[config.mk]
export PLATFORM = sky130hd
export DESIGN_NAME = jb_dbgbuf_reader
export DESIGN_NICKNAME = d
export VERILOG_FILES = /design/src/rtl/jb_dbgbuf_pkg.sv /design/src/rtl/jb_dbgbuf_rd_fifo.sv /design/src/rtl/jb_dbgbuf_reader.sv
export SDC_FILE = /design/constraint.sdc
export NUM_CORES = 1
export LEC_CHECK = 0
export ABC_AREA = 1
export CAP_MARGIN = 30
export CELL_PAD_IN_SITES_DETAIL_PLACEMENT = 1
export CELL_PAD_IN_SITES_GLOBAL_PLACEMENT = 1
export CORE_MARGIN = 4
export CORE_UTILIZATION = 40
export DETAILED_ROUTE_END_ITERATION = 8
export PLACE_DENSITY_LB_ADDON = 0.15
export SLEW_MARGIN = 30
export SYNTH_ARGS = -nofsm -noshare
export SYNTH_HDL_FRONTEND = slang
export SYNTH_SLANG_ARGS = --single-unit
[constraint.sdc]
create_clock -name clk -period 7.6 [get_ports clk]
set_clock_uncertainty 0.15 [all_clocks]
set_input_delay 2.28 -clock clk [delete_from_list [all_inputs] [get_ports clk]]
set_output_delay 2.28 -clock clk [all_outputs]
set_load 0.1 [all_outputs]
[src/rtl/jb_dbgbuf_pkg.sv]
// ----------------------------------------------------------------------------
// jb_dbgbuf_pkg
// Shared defaults and state encoding for the debug-buffer reader.
//   JB_AWIDTH_DEF      URAM word-address width
//   JB_DWIDTH_DEF      data width of the memory and the stream
//   JB_RD_LAT_DEF      cycles from mem_en to valid mem_dout
//   JB_FIFO_DEPTH_DEF  return-buffer depth (power of 2, >= RD_LAT+2)
//   JB_LEN_W           width of addresses, lengths and the word counter
//   jb_state_e         reader FSM states
// ----------------------------------------------------------------------------
package jb_dbgbuf_pkg;

  localparam int JB_AWIDTH_DEF     = 18;
  localparam int JB_DWIDTH_DEF     = 64;
  localparam int JB_RD_LAT_DEF     = 7;
  localparam int JB_FIFO_DEPTH_DEF = 16;
  localparam int JB_LEN_W          = 20;

  typedef enum logic [1:0] {
    IDLE  = 2'd0,
    READ  = 2'd1,
    DRAIN = 2'd2,
    FLUSH = 2'd3
  } jb_state_e;

endpackage

[src/rtl/jb_dbgbuf_rd_fifo.sv]
// ----------------------------------------------------------------------------
// jb_dbgbuf_rd_fifo
// Synchronous first-word-fall-through return buffer. The head word is always
// visible on dout while count is non-zero.
//   clk    in   clock
//   rst_n  in   synchronous reset, active low
//   clear  in   synchronous flush; wins over push and pop in the same cycle
//   push   in   write din (ignored when full)
//   din    in   write data
//   pop    in   drop the head word (ignored when empty)
//   dout   out  head word
//   count  out  number of stored words, 0..DEPTH
// ----------------------------------------------------------------------------
module jb_dbgbuf_rd_fifo
  import jb_dbgbuf_pkg::*;
#(
  parameter int DEPTH  = JB_FIFO_DEPTH_DEF,
  parameter int DWIDTH = JB_DWIDTH_DEF
) (
  input  logic                   clk,
  input  logic                   rst_n,
  input  logic                   clear,
  input  logic                   push,
  input  logic [DWIDTH-1:0]      din,
  input  logic                   pop,
  output logic [DWIDTH-1:0]      dout,
  output logic [$clog2(DEPTH):0] count
);

  localparam int AW = $clog2(DEPTH);
  localparam logic [AW:0] FULL = (AW+1)'(DEPTH);

  logic [DWIDTH-1:0] mem [DEPTH];
  logic [AW-1:0]     wr_ptr;
  logic [AW-1:0]     rd_ptr;
  logic              do_push;
  logic              do_pop;

  assign do_push = push && (count != FULL) && !clear;
  assign do_pop  = pop && (count != '0) && !clear;
  assign dout    = mem[rd_ptr];

  // Storage has no reset; count and pointers decide what is meaningful.
  always_ff @(posedge clk) begin
    if (do_push) begin
      mem[wr_ptr] <= din;
    end
  end

  always_ff @(posedge clk) begin
    if (!rst_n || clear) begin
      wr_ptr <= '0;
      rd_ptr <= '0;
      count  <= '0;
    end else begin
      if (do_push) begin
        wr_ptr <= wr_ptr + 1'b1;
      end
      if (do_pop) begin
        rd_ptr <= rd_ptr + 1'b1;
      end
      count <= count + (AW+1)'(do_push) - (AW+1)'(do_pop);
    end
  end

endmodule

[src/rtl/jb_dbgbuf_reader.sv]
// ----------------------------------------------------------------------------
// jb_dbgbuf_reader
// Streams rd_len words from a read-only URAM port starting at start_addr.
// Reads are issued only while in-flight plus buffered words leave room in the
// return FIFO, so any amount of stream backpressure is absorbed losslessly.
//
// Optional feature macro: JB_DBGBUF_RD_CNT_EN
//   defined   -> rd_cnt counts accepted stream words (cleared on start,
//                saturating at 0xFFFFF)
//   undefined -> rd_cnt is tied to 0
//
// Ports
//   clk, rst_n          clock, synchronous active-low reset
//   start               begin-transfer pulse (ignored while busy)
//   start_addr, rd_len  first word address and word count, sampled on start
//   abort               cancel the active transfer
//   busy                transfer active (READ, DRAIN, FLUSH)
//   done                one-cycle completion pulse
//   rd_cnt              words delivered
//   mem_en/mem_addr     read request to the memory
//   mem_we, mem_din     write side, always 0
//   mem_dout            read data, valid RD_LAT cycles after mem_en
//   m_tvalid/m_tready/m_tdata/m_tlast   output stream
// ----------------------------------------------------------------------------
module jb_dbgbuf_reader
  import jb_dbgbuf_pkg::*;
#(
  parameter int AWIDTH     = JB_AWIDTH_DEF,
  parameter int DWIDTH     = JB_DWIDTH_DEF,
  parameter int RD_LAT     = JB_RD_LAT_DEF,
  parameter int FIFO_DEPTH = JB_FIFO_DEPTH_DEF
) (
  input  logic                clk,
  input  logic                rst_n,
  input  logic                start,
  input  logic [JB_LEN_W-1:0] start_addr,
  input  logic [JB_LEN_W-1:0] rd_len,
  input  logic                abort,
  output logic                busy,
  output logic                done,
  output logic [JB_LEN_W-1:0] rd_cnt,
  output logic                mem_en,
  output logic [7:0]          mem_we,
  output logic [JB_LEN_W-1:0] mem_addr,
  output logic [DWIDTH-1:0]   mem_din,
  input  logic [DWIDTH-1:0]   mem_dout,
  output logic                m_tvalid,
  input  logic                m_tready,
  output logic [DWIDTH-1:0]   m_tdata,
  output logic                m_tlast
);

  localparam int CW = $clog2(FIFO_DEPTH) + 1;
  localparam logic [CW:0] DEPTH_LIM = (CW+1)'(FIFO_DEPTH);

  localparam logic [1:0] ST_IDLE  = IDLE;
  localparam logic [1:0] ST_READ  = READ;
  localparam logic [1:0] ST_DRAIN = DRAIN;
  localparam logic [1:0] ST_FLUSH = FLUSH;

  logic [1:0]          state;
  logic [AWIDTH-1:0]   addr;
  logic [JB_LEN_W-1:0] len;
  logic [JB_LEN_W-1:0] issued;
  logic [JB_LEN_W-1:0] delivered;
  logic [RD_LAT-1:0]   pipe;
  logic [CW-1:0]       inflight;
  logic [CW-1:0]       fifo_count;
  logic [DWIDTH-1:0]   fifo_dout;
  logic                done_q;

  logic active;
  logic credit;
  logic issue;
  logic ret;
  logic push;
  logic pop;
  logic clear;
  logic unused_addr_hi;

  assign active = (state == ST_READ) || (state == ST_DRAIN);

  // Every issued read is counted from mem_en until it has left the pipe, so
  // inflight + fifo_count bounds the words that may still land in the FIFO.
  assign credit = ({1'b0, inflight} + {1'b0, fifo_count}) < DEPTH_LIM;

  // rst_n gating keeps requests and the stream quiet from the first reset cycle.
  assign issue = rst_n && (state == ST_READ) && !abort && credit && (issued != len);
  assign ret   = pipe[RD_LAT-1];
  assign push  = ret && active && !abort;
  assign clear = active && abort;

  assign m_tvalid = rst_n && (fifo_count != '0);
  assign m_tdata  = m_tvalid ? fifo_dout : '0;
  assign m_tlast  = m_tvalid && (delivered == len - 20'd1);
  assign pop      = m_tvalid && m_tready;

  assign busy     = (state != ST_IDLE);
  assign done     = done_q;
  assign mem_en   = issue;
  assign mem_addr = JB_LEN_W'(addr);
  assign mem_we   = '0;
  assign mem_din  = '0;

  assign unused_addr_hi = ^start_addr;

  jb_dbgbuf_rd_fifo #(
    .DEPTH  (FIFO_DEPTH),
    .DWIDTH (DWIDTH)
  ) u_fifo (
    .clk   (clk),
    .rst_n (rst_n),
    .clear (clear),
    .push  (push),
    .din   (mem_dout),
    .pop   (pop),
    .dout  (fifo_dout),
    .count (fifo_count)
  );

  // Control FSM with the issue/return bookkeeping. The pipe keeps shifting in
  // FLUSH so the in-flight count drains even though the data is thrown away.
  always_ff @(posedge clk) begin
    if (!rst_n) begin
      state     <= ST_IDLE;
      addr      <= '0;
      len       <= '0;
      issued    <= '0;
      delivered <= '0;
      pipe      <= '0;
      inflight  <= '0;
      done_q    <= 1'b0;
    end else begin
      done_q   <= 1'b0;
      pipe     <= RD_LAT'({pipe, issue});
      inflight <= inflight + CW'(issue) - CW'(ret);
      if (issue) begin
        addr   <= addr + 1'b1;
        issued <= issued + 20'd1;
      end
      if (pop) begin
        delivered <= delivered + 20'd1;
      end

      case (state)
        ST_IDLE: begin
          if (start) begin
            addr      <= start_addr[AWIDTH-1:0];
            len       <= rd_len;
            issued    <= '0;
            delivered <= '0;
            if (rd_len == '0) begin
              done_q <= 1'b1;
            end else begin
              state <= ST_READ;
            end
          end
        end
        ST_READ: begin
          if (abort) begin
            state <= ST_FLUSH;
          end else if (issue && (issued == len - 20'd1)) begin
            state <= ST_DRAIN;
          end
        end
        ST_DRAIN: begin
          if (abort) begin
            state <= ST_FLUSH;
          end else if (pop && m_tlast) begin
            state  <= ST_IDLE;
            done_q <= 1'b1;
          end
        end
        ST_FLUSH: begin
          if (inflight == '0) begin
            state <= ST_IDLE;
          end
        end
        default: state <= ST_IDLE;
      endcase
    end
  end

`ifdef JB_DBGBUF_RD_CNT_EN
  logic [JB_LEN_W-1:0] rd_cnt_q;

  // Accepted-word counter; restarts with each new transfer and sticks at max.
  always_ff @(posedge clk) begin
    if (!rst_n) begin
      rd_cnt_q <= '0;
    end else if ((state == ST_IDLE) && start) begin
      rd_cnt_q <= '0;
    end else if (pop && (rd_cnt_q != 20'hFFFFF)) begin
      rd_cnt_q <= rd_cnt_q + 20'd1;
    end
  end

  assign rd_cnt = rd_cnt_q;
`else
  assign rd_cnt = '0;
`endif

endmodule

# Word level (Yosys, flattened, before mapping)
# Memory sizes are Yosys's and may differ from the RTL's. A register that Yosys moved wholly into a read port is not among the register bits.
# Cells that the tools add are included.
dict set report word_totals {
  reg_bits 106
  ramBits 1024
  in_bits 109
  output_inout_bits 181
  word_cells 91
  n_memories 1
}
# name depth word_bits rd rd_ports_with_merged_regs write_ports line_no
set mem_list {}
lappend mem_list {u_fifo.mem 16 64 1 1 1 jb_dbgbuf_rd_fifo.sv:33} ;# logic [DWIDTH-1:0] mem [DEPTH];
dict set report op_classes {
  n_addsub 11
  order_cmp 1
  n_eq_ne 12
  n_mux 27
  reduce_logical 28
}
# operator n
set op_table {}
lappend op_table {{$mux 20} 6}
lappend op_table {{$mux 64} 1}
lappend op_table {{$mux 18} 3}
lappend op_table {{$add 20x1->20 const B} 2}
lappend op_table {{$eq 20x20->1} 2}
lappend op_table {{$logic_not 20->1} 1}
lappend op_table {{$ne 20x20->1} 1}
lappend op_table {{$sub 20x1->20 const B} 1}
lappend op_table {{$add 18x1->18 const B} 1}
lappend op_table {{$logic_and 1x1->1} 16}
lappend op_table {{$mux 2} 7}
lappend op_table {{$add 5x1->5} 2}
lappend op_table {{$sub 5x1->5} 2}
lappend op_table {{$add 4x1->4 const B} 2}
lappend op_table {{$mux 4} 2}
lappend op_table {{$pmux 2 s4} 1}
lappend op_table {{$add 5x5->6} 1}
lappend op_table {{$lt 6x5->1 const B} 1}
lappend op_table {{$mux 1} 6}
lappend op_table {{$ne 2x2->1 const B} 3}
lappend op_table {{$ne 3x2->1 const B} 2}
lappend op_table {{$logic_not 5->1} 1}
lappend op_table {{$ne 5x5->1 const B} 1}
lappend op_table {{$reduce_and 5->1} 1}
lappend op_table {{9 further kinds} 13}

# Longest topological paths before layout
dict set report depth {
  depth_word 9
  depth_mapped 20
  depth_no_buf 18
}

# Modules after synthesis
# From an unflattened synthesis, not the netlist that was laid out.
dict set report unflattened {
  cells_unflattened 5463
  hier_area_um2 52260.1
}
# module n_inst cells_each area_each_um2 seq_area_each_um2
set modules_own_cells {}
lappend modules_own_cells {jb_dbgbuf_rd_fifo 1 4264 44845.5 31089.8}
lappend modules_own_cells {jb_dbgbuf_reader 1 1199 7414.6 1861.8}

# Worst setup path before layout
# Ideal clock, no wire load.
dict set report synth_timing {
  path_type {in2out}
  startpoint {in rst_n}
  endpoint {out m_tdata[10]}
  t_arrival_ns 4.392
  required_ns 5.170
  setup_slack_ns 0.778
  path_stages 5
  cell_sequence {buf_2 nand2_2 clkbuf_1 clkbuf_1 a21oi_1}
}
dict set report synth_via {
  elab_chain_cells 2
}
# element line_no
set synth_rtl {}
lappend synth_rtl {{start, declared} jb_dbgbuf_reader.sv:34} ;# input logic rst_n,
lappend synth_rtl {{$logic_and 1x1->1} jb_dbgbuf_reader.sv:93} ;# assign m_tvalid = rst_n && (fifo_count != '0);
lappend synth_rtl {{$mux 64} jb_dbgbuf_reader.sv:94} ;# assign m_tdata = m_tvalid ? fifo_dout : '0;
lappend synth_rtl {{end, declared} jb_dbgbuf_reader.sv:49} ;# output logic [DWIDTH-1:0] m_tdata,
# Every way passes these cells.

# Worst setup path after layout
dict set report layout_timing {
  startpoint {in rst_n}
  endpoint {out m_tlast}
}
dict set report layout_via {
  elab_chain_cells 2
}
# element line_no
set layout_rtl {}
lappend layout_rtl {{$logic_and 1x1->1} jb_dbgbuf_reader.sv:93}
lappend layout_rtl {{$logic_and 1x1->1} jb_dbgbuf_reader.sv:95} ;# assign m_tlast = m_tvalid && (delivered == len - 20'd1);
lappend layout_rtl {{end, declared} jb_dbgbuf_reader.sv:50} ;# output logic m_tlast
# Every way passes these cells.

==> impl_metrics.yaml <==
sta:
  worstMarginPinSlew_ns: 1.01
  fmax_ghz: 0.155
  finalMaxSlewViolations: 0
  timing.final.ws_setup_ns: 1.13
  hold_viol: 0
  maxSlewHeadroom: 0.323
  setup_tns_ns: 0
  min_period_ns: 6.47
  setup_viol: 0
  period_share: 0.851
  rsz0062_at_grt: "false"
clock_tree:
  post_cts_resized: 0
  clk_pin_slew_worst_paths_ns: 0.06
  clk_path_buf_depth: 3
  worstSkewPairLatency_ns: 0.71
  cts_num_sinks: 1134
  cts_buffers: 121
  cts_tree: "built"
  cts-htree-levels: 3
  post_cts_buffers: 0
  cts_hold_buf: 0
  root_buffer: "clkbuf_16"
placed_design:
  dpl.hpwl_um: 73400
  pre_cts_slack_ns: 1.12
  io_buffers: 193
  finalWeightedCongestion: 0.786
routing:
  vias: 31400
  wl_per_cell_um: 24.3
  antenna_left: 0
  routed_via_density: 5.55
  wl_um: 137000
  drc: 0
  firstDrtPassIters: 5
  drtIter0Drc: 2324
grt:
  grt_max_degree: 207
  grt_usage: 0.220
  overflow: 0
  grt_pass1_vias: 32000
  antenna_found_initial: 9
  grt_pass1_wl_um: 206000
finish:
  syn2layout_area_growth_pct: 16.8
  final_nets: 4162
  seqCellArea_um2: 33000
  multi_input_area_um2: 12300
  drive_gt1_frac: 0.0937
  fill_cells: 11900
setup_path:
  worstSetupEndpointType: "output port"
  cp_common_cell: "nor2_1"
  cp_slowest_stage_delay_ns: 0.35
  crit_chain: "buf_2 > nand2_4 > nor2_1 > nand3_1 > nor2_1 > nand3_1 > nor2_1 > and3_1 > buf_12"
  slowest_stage: "and3_1"
  critPathKind: "in2out"
  cp_data_arrival_time_ns: 4.04
  critPathLaunchType: "primary input"
  required_ns: 5.17
  cp_max_fo: 15
hold_path:
  hp-class: "reg2reg"
run_status:
  status: "complete, no violations"
yosys:
  syn_area_um2: 47000
  synth_edf_count: 1024
  ys_async_sr_fraction: 0
  synth_area_per_cell_um2: 12.1
  synthFlopType: "edfxtp_1"
  synth_commonest_cells: "edfxtp_1 (1,024), nor2_1 (663), o21ai_0 (565)"
  synth.most_common_cell: "edfxtp_1"
  synth.ff_latch_count: 1134
  synth_cell_types: 48
  synth_top_area_frac: 0.654
  synthTopCellsByArea: "edfxtp_1 (65%), o21ai_0 (6.0%), nor2_1 (5.3%)"
  postSynthCellCount: 3885
  yosysSeqAreaShare: 0.701
  yosys.area.top_type: "edfxtp_1"
  yosysWarnings: 0
power:
  irDropWorstVdd_mv: 0.249
  p_per_area_nw_per_um2: 317
  p_leak_nw: 18.3
floorplanning:
  design.core.area_um2: 116000
  initial_utilization: 0.404
  die_x_um: 351
  die_y_um: 351
  num_rows: 125
  pin_count: 290
  dieArea_um2: 123000
flow_run:
  cap_violations: 0
-- routing by layer --
metal | vias to the layer above | global-route usage | wire [um]
met3 | 172 | 0.0307 | 5940
li1 | 14400 | - | -
met1 | 16100 | 0.301 | 61800
met4 | 8 | 0.0494 | 2640
met5 | - | 0 | 57
met2 | 708 | 0.374 | 66900
-- kinds of logic after synthesis --
group	count (synthesis)	share of synthesized area
AO/OA/AOI/OAI	1008	0.129
other	1	0.0000798
AND/OR/NAND/NOR	1155	0.102
flip-flops	1134	0.701
XOR/XNOR	67	0.0125
buffers and inverters	489	0.0470
adder cells (fa/ha/maj)	31	0.00857
-- power by group --
group	switching (mW)	internal, mW
sequential	0.139	6.88
clock	2.51	3.52
combinational	3.23	1.12
total	5.88	11.5
-- path summary, 6_finish.rpt --
path / cells past startpoint / end / slack (ns) / from
worst max-delay path: 9 / m_tlast / 1.13 / rst_n
worst min-delay path: 2 / pipe[1]$_SDFF_PN0_ / 0.26 / pipe[0]$_SDFF_PN0_
worst max register to register: 18 / u_fifo.count[4]$_SDFF_PP0_ / 3.91 / u_fifo.count[2]$_SDFF_PP0_
worst min register to register: 2 / pipe[1]$_SDFF_PN0_ / 0.26 / pipe[0]$_SDFF_PN0_
-- cell type report --
| cell class | count | share of cell area |
|---|---|---|
| timing repair buffer | 255 | 0.0550 |
| clock buffer | 147 | 0.0586 |
| inverter | 155 | 0.0111 |
| sequential | 1134 | 0.600 |
| tap | 1524 | 0.0347 |
| multi-input combinational | 2355 | 0.224 |
| clock inverter | 83 | 0.0158 |
| antenna | 3 | 0.000137 |
-- flip-flops by register name, summed over array words and instances (netlist names), 4 cells and up, named ones only --
name           cells
u_fifo.count       5
u_fifo.mem      1024
u_fifo.rd_ptr      4
len               20
addr              18
inflight           5
issued            20
u_fifo.wr_ptr      4
delivered         20
pipe               7
-- through the flow --
step	util	cells	power, mW	hold WS [ns]	area (um^2)
finish	0.472	5656	17.4	0.257	54900
global route	0.472	5653	18.1	0.283	54900
CTS	0.472	5653	17.5	0.260	54900
detailed placement	0.437	5423	11.5	0.254	50800
global placement	0.436	5421	11.5	0.246	50800
floorplan	-	3978	10.1	0.240	47400
-- worst max-delay path, delay by kind of cell --
family	cells	cell delay, ns
AND/OR/NAND/NOR	7	1.38
buffers and inverters	2	0.35
-- placed cells by master, fill, tap and decap left out, drive strengths merged, types with 55 or more instances in the layout --
cell type	synthesis	routed
a21oi	109	109
clkbuf	208	147
o211ai	60	60
o21ai	570	570
clkinv	2	63
nand3	141	141
inv	153	156
xor2	56	56
buf	126	130
conb	1	94
dfxtp	110	110
clkdlybuf4s50	0	125
edfxtp	1024	1024
nor2	681	681
nand2	265	265
o22ai	55	55
o221ai	201	201
(Power assumes the default switching activity.)
